==> src/rtl/multicycle_ctrl_fsm.sv <==
// Main control FSM for a shared-memory multicycle RV32I datapath.
// Drives the PC and IR enables, the ALU operand and result muxes, and the
// register-file write. It also runs a req/ready handshake with a single
// unified memory, and a wait timeout aborts a stalled memory access.
// Optional feature: define ILLEGAL_TRAP_EN so that an unknown opcode halts
// the FSM in TRAP with illegal_instr set. Without it, an unknown opcode is a
// NOP.
module multicycle_ctrl_fsm #(
  parameter int unsigned MEM_TIMEOUT = 8
) (
  input  logic       clk,
  input  logic       reset,
  input  logic [6:0] op,
  input  logic       zero,
  input  logic       mem_ready,
  output logic       mem_req,
  output logic       mem_write,
  output logic       adr_src,
  output logic       ir_write,
  output logic       pc_write,
  output logic [1:0] alu_src_a,
  output logic [1:0] alu_src_b,
  output logic [1:0] alu_op,
  output logic [1:0] result_src,
  output logic [1:0] imm_src,
  output logic       reg_write,
  output logic       instr_retired,
  output logic       mem_err,
  output logic       illegal_instr
);

  // The counter only needs to reach MEM_TIMEOUT-1; the abort fires on the next low cycle.
  localparam int unsigned CNT_W = (MEM_TIMEOUT > 1) ? $clog2(MEM_TIMEOUT) : 1;
  localparam logic [CNT_W-1:0] WAIT_LAST = CNT_W'((MEM_TIMEOUT == 0) ? 0 : MEM_TIMEOUT - 1);

  localparam logic [6:0] OP_LW   = 7'b0000011;
  localparam logic [6:0] OP_SW   = 7'b0100011;
  localparam logic [6:0] OP_R    = 7'b0110011;
  localparam logic [6:0] OP_I    = 7'b0010011;
  localparam logic [6:0] OP_BEQ  = 7'b1100011;
  localparam logic [6:0] OP_JAL  = 7'b1101111;
  localparam logic [6:0] OP_JALR = 7'b1100111;

  typedef enum logic [3:0] {
    S_RST, S_FETCH, S_DECODE, S_MEMADR, S_MEMREAD, S_MEMWB, S_MEMWRITE,
    S_EXECR, S_EXECI, S_ALUWB, S_BEQ, S_JAL, S_JALR, S_TRAP
  } state_e;

  state_e           state_q, state_d;
  logic [CNT_W-1:0] wait_q, wait_d;
  logic             timeout_hit;
  logic             pc_update;
  logic             branch;
  logic [1:0]       imm_dec;

  // The timeout fires only on a low-ready cycle, so a late mem_ready always completes normally.
  assign timeout_hit = (MEM_TIMEOUT != 0) && !mem_ready && (wait_q == WAIT_LAST);

  // Immediate format decode, which follows op directly.
  always_comb begin
    imm_dec = 2'b00;
    case (op)
      OP_SW:   imm_dec = 2'b01;
      OP_BEQ:  imm_dec = 2'b10;
      OP_JAL:  imm_dec = 2'b11;
      default: imm_dec = 2'b00;
    endcase
  end

  // State register and memory wait counter.
  always_ff @(posedge clk or posedge reset) begin
    if (reset) begin
      state_q <= S_RST;
      wait_q  <= '0;
    end else begin
      state_q <= state_d;
      wait_q  <= wait_d;
    end
  end

  // Next-state logic and the output decode for each state.
  always_comb begin
    state_d       = state_q;
    wait_d        = '0;
    mem_req       = 1'b0;
    mem_write     = 1'b0;
    adr_src       = 1'b0;
    ir_write      = 1'b0;
    pc_update     = 1'b0;
    branch        = 1'b0;
    alu_src_a     = 2'b00;
    alu_src_b     = 2'b00;
    alu_op        = 2'b00;
    result_src    = 2'b00;
    imm_src       = imm_dec;
    reg_write     = 1'b0;
    instr_retired = 1'b0;
    mem_err       = 1'b0;
    illegal_instr = 1'b0;

    case (state_q)
      S_RST: begin
        imm_src = 2'b00;
        state_d = S_FETCH;
      end
      S_FETCH: begin
        mem_req    = 1'b1;
        alu_src_b  = 2'b10;
        result_src = 2'b10;
        if (mem_ready) begin
          ir_write  = 1'b1;
          pc_update = 1'b1;
          state_d   = S_DECODE;
        end else if (timeout_hit) begin
          // A fetch abort leaves pc alone, so the same address is retried.
          mem_err = 1'b1;
          state_d = S_FETCH;
        end else begin
          wait_d = wait_q + CNT_W'(1);
        end
      end
      S_DECODE: begin
        alu_src_a = 2'b01;
        alu_src_b = 2'b01;
        case (op)
          OP_LW, OP_SW: state_d = S_MEMADR;
          OP_R:         state_d = S_EXECR;
          OP_I:         state_d = S_EXECI;
          OP_BEQ:       state_d = S_BEQ;
          OP_JAL:       state_d = S_JAL;
          OP_JALR:      state_d = S_JALR;
`ifdef ILLEGAL_TRAP_EN
          default:      state_d = S_TRAP;
`else
          default:      state_d = S_FETCH;
`endif
        endcase
      end
      S_MEMADR: begin
        alu_src_a = 2'b10;
        alu_src_b = 2'b01;
        state_d   = (op == OP_SW) ? S_MEMWRITE : S_MEMREAD;
      end
      S_MEMREAD: begin
        mem_req = 1'b1;
        adr_src = 1'b1;
        if (mem_ready) begin
          state_d = S_MEMWB;
        end else if (timeout_hit) begin
          mem_err = 1'b1;
          state_d = S_FETCH;
        end else begin
          wait_d = wait_q + CNT_W'(1);
        end
      end
      S_MEMWB: begin
        result_src    = 2'b01;
        reg_write     = 1'b1;
        instr_retired = 1'b1;
        state_d       = S_FETCH;
      end
      S_MEMWRITE: begin
        mem_req   = 1'b1;
        mem_write = 1'b1;
        adr_src   = 1'b1;
        if (mem_ready) begin
          instr_retired = 1'b1;
          state_d       = S_FETCH;
        end else if (timeout_hit) begin
          mem_err = 1'b1;
          state_d = S_FETCH;
        end else begin
          wait_d = wait_q + CNT_W'(1);
        end
      end
      S_EXECR: begin
        alu_src_a = 2'b10;
        alu_op    = 2'b10;
        state_d   = S_ALUWB;
      end
      S_EXECI: begin
        alu_src_a = 2'b10;
        alu_src_b = 2'b01;
        alu_op    = 2'b10;
        state_d   = S_ALUWB;
      end
      S_ALUWB: begin
        reg_write     = 1'b1;
        instr_retired = 1'b1;
        state_d       = S_FETCH;
      end
      S_BEQ: begin
        alu_src_a     = 2'b10;
        alu_op        = 2'b01;
        branch        = 1'b1;
        instr_retired = 1'b1;
        state_d       = S_FETCH;
      end
      S_JALR: begin
        alu_src_a = 2'b10;
        alu_src_b = 2'b01;
        state_d   = S_JAL;
      end
      S_JAL: begin
        alu_src_a = 2'b01;
        alu_src_b = 2'b10;
        pc_update = 1'b1;
        state_d   = S_ALUWB;
      end
      S_TRAP: begin
        imm_src = 2'b00;
`ifdef ILLEGAL_TRAP_EN
        illegal_instr = 1'b1;
        state_d       = S_TRAP;
`else
        state_d       = S_FETCH;
`endif
      end
      default: begin
        imm_src = 2'b00;
        state_d = S_RST;
      end
    endcase

    pc_write = pc_update | (branch & zero);
  end

endmodule

==> config.mk <==
export PLATFORM = sky130hd
export DESIGN_NAME = multicycle_ctrl_fsm
export DESIGN_NICKNAME = d
export VERILOG_FILES = /design/src/rtl/multicycle_ctrl_fsm.sv
export SDC_FILE = /design/constraint.sdc
export NUM_CORES = 1
export LEC_CHECK = 0
export ABC_AREA = 1
export CAP_MARGIN = 20
export CORE_AREA = 5 5 44 84
export CTS_CLUSTER_DIAMETER = 120
export DETAILED_ROUTE_END_ITERATION = 8
export DIE_AREA = 0 0 49 89
export GPL_ROUTABILITY_DRIVEN = 0
export HOLD_SLACK_MARGIN = 0.03
export PLACE_DENSITY_LB_ADDON = 0.08
export SKIP_LAST_GASP = 1
export SLEW_MARGIN = 30
export SYNTH_ARGS = -nofsm -noshare
export SYNTH_HDL_FRONTEND = slang
export SYNTH_SLANG_ARGS = --single-unit
==> constraint.sdc <==
create_clock -name clk -period 1.3 [get_ports clk]
set_input_delay 0.195 -clock clk [delete_from_list [all_inputs] [get_ports clk]]
set_output_delay 0.195 -clock clk [all_outputs]
set_load 0.02 [all_outputs]
== Word-level counts from Yosys, hierarchy flattened ==
Index checks and enable logic that the tools add are counted.
Operators by class
  $add $sub $neg: 1
  multipliers: 0
  divide/modulo/power cells: 0
  magnitude comparators: 0
  equality and inequality tests: 21
  shift operators: 0
  muxes and demuxes: 28
  bitwise operators: 2
  reductions and logical operators: 16
Operators with widths (count)
  $pmux W4 S8: 1
  $eq A4 B4 Y1 const B: 6
  $pmux W4 S6: 1
  $eq A7 B7 Y1 const B: 3
  $eq A4 B3 Y1 const B: 4
  $mux W4: 4
  $pmux W2 S2: 4
  $eq A7 B6 Y1 const B: 2
  $reduce_or A12 Y1: 1
  $reduce_or A2 Y1: 6
  $mux W1: 10
  $reduce_or A5 Y1: 2
  $mux W3: 3
  $reduce_or A3 Y1: 3
  $eq A4 B2 Y1 const B: 2
  $eq A7 B2 Y1 const B: 1
  $eq A7 B5 Y1 const B: 1
  $pmux W2 S3: 1
  $eq A4 B1 Y1 const B: 1
  $logic_not A4 Y1: 1
  $mux W2: 2
  $pmux W1 S2: 2
  $reduce_or A4 Y1: 1
  $add A3 B1 Y3 const B: 1
  5 further kinds: 5
Word-level totals
  flip-flop bits (word level): 7
  latch bits: 0
  memory bits (writable): 0
  ROM bits: 0
  output and inout bits: 19
  word-level logic and storage cells: 70
  memories: 0

== Logic depth before layout (Yosys ltp) ==
  word-level depth: 5
  mapped depth: 10
  mapped depth without buffers: 10

== Least setup slack after synthesis ==
Ideal clock, no wire load.
  path type: flip-flop to output port
  start: register state_q[3]
  end: output port mem_err
  arrival: 1537 ps
  required time: 1105 ps
  setup slack: -432 ps
  stages on the path, launching flop included: 6
  path buffers: 0
  cell sequence: dfrtp_1 -> inv_1 -> nand2_1 -> nor2_1 -> nor2_1 -> nor3_1
Between the ends
  longest elaborated chain between the ends: 3
  elaborated cells between the ends (all ways): 5
  classes of those cells: 3 x eq/ne; 1 x mux; 1 x reduce/logical
Ends and longest elaborated chain
  start: declaration: line 49  | state_e state_q, state_d;
  start signal: assignment: line 76  | state_q <= state_d;
  $eq A4 B3 Y1 or $eq A4 B1 Y1 (tied branches): line 101  | case (state_q)
  $reduce_or A3 Y1 (no source line) *
  $mux W1 *
  end: declaration: line 28  | output logic mem_err,
Every way passes the cells marked *; elsewhere a longest branch is shown, timed or not.

== Final worst setup path ==
  start: register state_q[3]
  end: output port instr_retired
Between the ends
  longest elaborated chain between the ends: 3
  elaborated cells between the ends (all ways): 6
  classes of those cells: 4 x eq/ne; 1 x mux; 1 x reduce/logical
Ends and longest elaborated chain
  $eq A4 B4 Y1 or $eq A4 B3 Y1 (tied branches): line 101
  $reduce_or A3 Y1 (no source line)
  $pmux W1 S2 *: line 101
  end: declaration: line 27  | output logic instr_retired,
Marks and branches as above.

==> report_table.html <==
<table>
<tr><th>Metric</th><th>Value</th></tr>
<tr><th colspan="2">Outcome</th></tr>
<tr><td>Run status</td><td>finished, violations left</td></tr>
<tr><td>Failing checks</td><td>setup timing</td></tr>
<tr><th colspan="2">Critical path</th></tr>
<tr><td>Crit path buf inv count</td><td>3</td></tr>
<tr><td>CP Capture Type</td><td>output port</td></tr>
<tr><td>Max stage delay cell, worst path</td><td>dfrtp_2</td></tr>
<tr><td>Crit path kind</td><td>reg2out</td></tr>
<tr><td>CP max FO</td><td>3</td></tr>
<tr><td>Slowest Stage Delay on Critical Path</td><td>0.45 ns</td></tr>
<tr><td>Sort of element at the start of the critical path</td><td>flip-flop</td></tr>
<tr><td>Family of cells with the greatest summed delay on the critical path</td><td>flip-flops</td></tr>
<tr><td>CP Cell Sequence</td><td>inv_4, nor2_2, nand2_2, inv_2, a211o_2, buf_6</td></tr>
<tr><td>Worst path arrival time</td><td>1.38 ns</td></tr>
<tr><td>Data required time of the worst path</td><td>1.11 ns</td></tr>
<tr><th colspan="2">Floorplanning</th></tr>
<tr><td>IO Count</td><td>30</td></tr>
<tr><td>Core Footprint</td><td>2940 um2</td></tr>
<tr><td>Die span in x</td><td>49 um</td></tr>
<tr><td>Num rows</td><td>28</td></tr>
<tr><td>Starting density of the core</td><td>24.4%</td></tr>
<tr><td>Height of the chip</td><td>89 um</td></tr>
<tr><td>Full die area</td><td>about 4400 um2</td></tr>
<tr><th colspan="2">Global routing</th></tr>
<tr><td>Total congestion overflow</td><td>0</td></tr>
<tr><td>Number of global-route vias before repair</td><td>1179</td></tr>
<tr><td>Number of antenna violations at the first check in global routing</td><td>0</td></tr>
<tr><td>First-pass GRT wire length</td><td>4690 um</td></tr>
<tr><td>All-layer global routing usage</td><td>13.5%</td></tr>
<tr><td>Maximum number of pins on one net before global-route repair</td><td>8</td></tr>
<tr><th colspan="2">Clock tree</th></tr>
<tr><td>Root Buffer</td><td>clkbuf_8</td></tr>
<tr><td>Clock Pin Slew Worst Setup and Hold Paths</td><td>0.04 ns</td></tr>
<tr><td>Worst-case clock buffer depth</td><td>2</td></tr>
<tr><td>Clk Latency, worst-skew pair</td><td>approximately 0.22 ns</td></tr>
<tr><td>Clock buffer count from CTS</td><td>3</td></tr>
<tr><td>Clock Sink Count</td><td>7</td></tr>
<tr><td>H-Tree Depth</td><td>1</td></tr>
<tr><td>Clock tree from TritonCTS</td><td>yes</td></tr>
<tr><th colspan="2">Final layout</th></tr>
<tr><td>Antenna diode count</td><td>0</td></tr>
<tr><td>Fin cells</td><td>247</td></tr>
<tr><td>Core utilization of the finished layout</td><td>59.5%</td></tr>
<tr><td>Number of nets in the layout</td><td>231</td></tr>
<tr><td>Area growth from synthesis to layout</td><td>144%</td></tr>
<tr><td>Proportion of layout cells with a drive suffix above 1</td><td>61.8%</td></tr>
<tr><th colspan="2">Logic synthesis</th></tr>
<tr><td>Largest cells by area after synthesis</td><td>dfrtp_1 (24%), nand2_1 (24%), nor2_1 (15%), inv_1 (11%), nand3_1 (4.9%)</td></tr>
<tr><td>Net count of the mapped netlist</td><td>145</td></tr>
<tr><td>Share of synthesized flip-flops with an asynchronous set or reset</td><td>100%</td></tr>
<tr><td>Mean post-synth cell area</td><td>5.43 um2</td></tr>
<tr><td>Unique cell type count in the Yosys netlist</td><td>18</td></tr>
<tr><td>Biggest area consumer among synthesized cells</td><td>dfrtp_1</td></tr>
<tr><td>Share of the yosys chip area belonging to registers</td><td>24.4%</td></tr>
<tr><td>Share of the synthesized area in the top cell type</td><td>roughly 24%</td></tr>
<tr><td>Synth warn</td><td>0</td></tr>
<tr><td>Yosys reg bits</td><td>7</td></tr>
<tr><td>Count of flip-flops with a built-in enable after synthesis</td><td>0</td></tr>
<tr><td>Cells after Synth</td><td>132</td></tr>
<tr><td>Main synth FF type</td><td>dfrtp_1</td></tr>
<tr><td>Most used standard cell by instance count after synthesis</td><td>nand2_1</td></tr>
<tr><td>Commonest cells in the synthesized netlist</td><td>nand2_1 (46), nor2_1 (28), inv_1 (21)</td></tr>
<tr><td>Synthesized area</td><td>717 um2</td></tr>
<tr><th colspan="2">Route</th></tr>
<tr><td>Violation count after the first detailed-routing iteration</td><td>11</td></tr>
<tr><td>Final wirelength</td><td>3030 um</td></tr>
<tr><td>Vias</td><td>between 1000 and 1500</td></tr>
<tr><td>Number of antenna-violating nets in the routed design</td><td>0</td></tr>
<tr><td>Post-DR wirelength/cell</td><td>between 10 and 15 um</td></tr>
<tr><td>Drt drc</td><td>0</td></tr>
<tr><td>Ratio of routed vias to standard cells</td><td>4.59</td></tr>
<tr><td>Initial DRT Pass Iterations</td><td>4</td></tr>
<tr><th colspan="2">Timing</th></tr>
<tr><td>Worst setup slack after layout</td><td>-0.280 ns</td></tr>
<tr><td>Number of endpoints failing setup at the final stage</td><td>23</td></tr>
<tr><td>Final critical-path share of the clock period</td><td>122%</td></tr>
<tr><td>Post-layout min period</td><td>approximately 1.6 ns</td></tr>
<tr><td>RSZ-0062 raised after global routing</td><td>true</td></tr>
<tr><td>Number of pins exceeding their max-slew limit in the final report</td><td>0</td></tr>
<tr><td>Achievable clock frequency</td><td>633 MHz</td></tr>
<tr><td>WHS</td><td>~0.21 ns</td></tr>
<tr><td>Worst-case clock skew</td><td>~0.0030 ns</td></tr>
<tr><td>Final Hold Fails</td><td>0</td></tr>
<tr><th colspan="2">Worst hold path</th></tr>
<tr><td>Path class of the lowest-slack min-delay path</td><td>in2async</td></tr>
<tr><th colspan="2">Power and ir drop</th></tr>
<tr><td>Worst IR drop on VDD</td><td>0.701 mV</td></tr>
<tr><td>Pwr dens</td><td>1940 nW/um2</td></tr>
<tr><td>Leak pwr</td><td>between 0.9 and 1 nW</td></tr>
<tr><th colspan="2">Placed design</th></tr>
<tr><td>Port-buffer cells</td><td>28</td></tr>
<tr><td>Cell total after placement</td><td>224</td></tr>
<tr><td>Placement Setup Slack</td><td>-0.799 ns</td></tr>
<tr><td>HPWL reported at the end of detailed placement</td><td>roughly 2400 um</td></tr>
<tr><th colspan="2">Run</th></tr>
<tr><td>Max-cap violations</td><td>0</td></tr>
</table>
[worst register-to-register path, stage by stage, from the launching register on]
cell     delay, ns
dfrtp_2       0.45
buf_6         0.15
nand2_2       0.07
inv_2         0.05
nand2_2       0.07
buf_4         0.10
buf_4         0.10
nand2_1       0.05
nor2_1        0.08
nand2_1       0.06
nor2_1        0.11
nand2_1       0.07
[where the power goes]
| group | internal [mW] | switching [mW] |
|---|---|---|
| combinational | 1.29 | 1.39 |
| sequential | 0.301 | 0.127 |
| clock | 0.211 | 0.0794 |
[final cells by class]
class                           count  area, um2
Sequential cell                     7        179
Fill cell                         280       1190
Timing Repair Buffer               82        721
Clock buffer                        4       45.0
Tap cell                           30       37.5
Inverter                           22       92.6
Multi-Input combinational cell    102        677
[repair_timing]
item	4_1_cts	5_1_grt
buffers inserted	14	8
hold endpoints to repair	0	0
resized for setup	143	44
hold buffers	0	0
setup endpoints to repair	25	25
pin swaps	18	12
[logic make-up (layout without fill, tap and decap cells)]
kind of cell	Yosys count	in the layout	synth area share, %
buf+inv	23	108	12.6
simple gates	88	88	49.7
other cells	1	1	0.523
fa+ha+maj	2	2	3.49
compound gates	11	11	9.25
flops	7	7	24.4
[path summary, 6_finish.rpt]
path,slack (ns),endpoint,cells after the start,from
max in group asynchronous,0.87,state_q[1],2,reset
min in group clk,0.46,state_q[0],5,op[3]
worst min-delay path,0.21,state_q[2],2,reset
worst min register to register,0.58,wait_q[0],2,wait_q[0]
worst max-delay path,-0.28,instr_retired,6,state_q[3]
worst max register to register,-0.17,state_q[0],11,state_q[3]
[registers in the layout, indices dropped and copies added (netlist names)]
name	count
state_q	4
wait_q	3
[layout by cell type (no fill, tap or decap), drive strengths merged]
| cell | count |
|---|---|
| dfrtp | 7 |
| nand2 | 46 |
| a21oi | 3 |
| a211o | 1 |
| conb | 1 |
| clkbuf | 4 |
| inv | 22 |
| nor2 | 29 |
| clkdlybuf4s50 | 6 |
| dlymetal6s2s | 1 |
| o21ai | 6 |
| ha | 2 |
| buf | 72 |
| nand3 | 7 |
| nand4 | 2 |
| dlygate4sd2 | 3 |
| nor3 | 4 |
| a21boi | 1 |
[metal layers]
| layer | up-vias | share of wire [%] | GRT usage, % |
|---|---|---|---|
| met3 | 4 | 4.0 | 1.50 |
| met2 | 32 | 66 | 32.0 |
| li1 | 579 | - | - |
| met4 | 0 | 1.0 | 4.66 |
| met1 | 518 | 29 | 9.73 |
| met5 | - | 0 | 0 |
[through the flow]
stage               power [mW]  setup TNS (ns)  instance area [um2]
global placement          2.41          -10.05                 1330
finish                    3.40           -3.85                 1750
floorplan                 1.37          -0.129                  753
CTS                       3.02           -3.80                 1550
global route              3.63           -5.42                 1750
detailed placement        2.43          -10.51                 1330
Note: power is estimated with default switching activity, not from simulation.
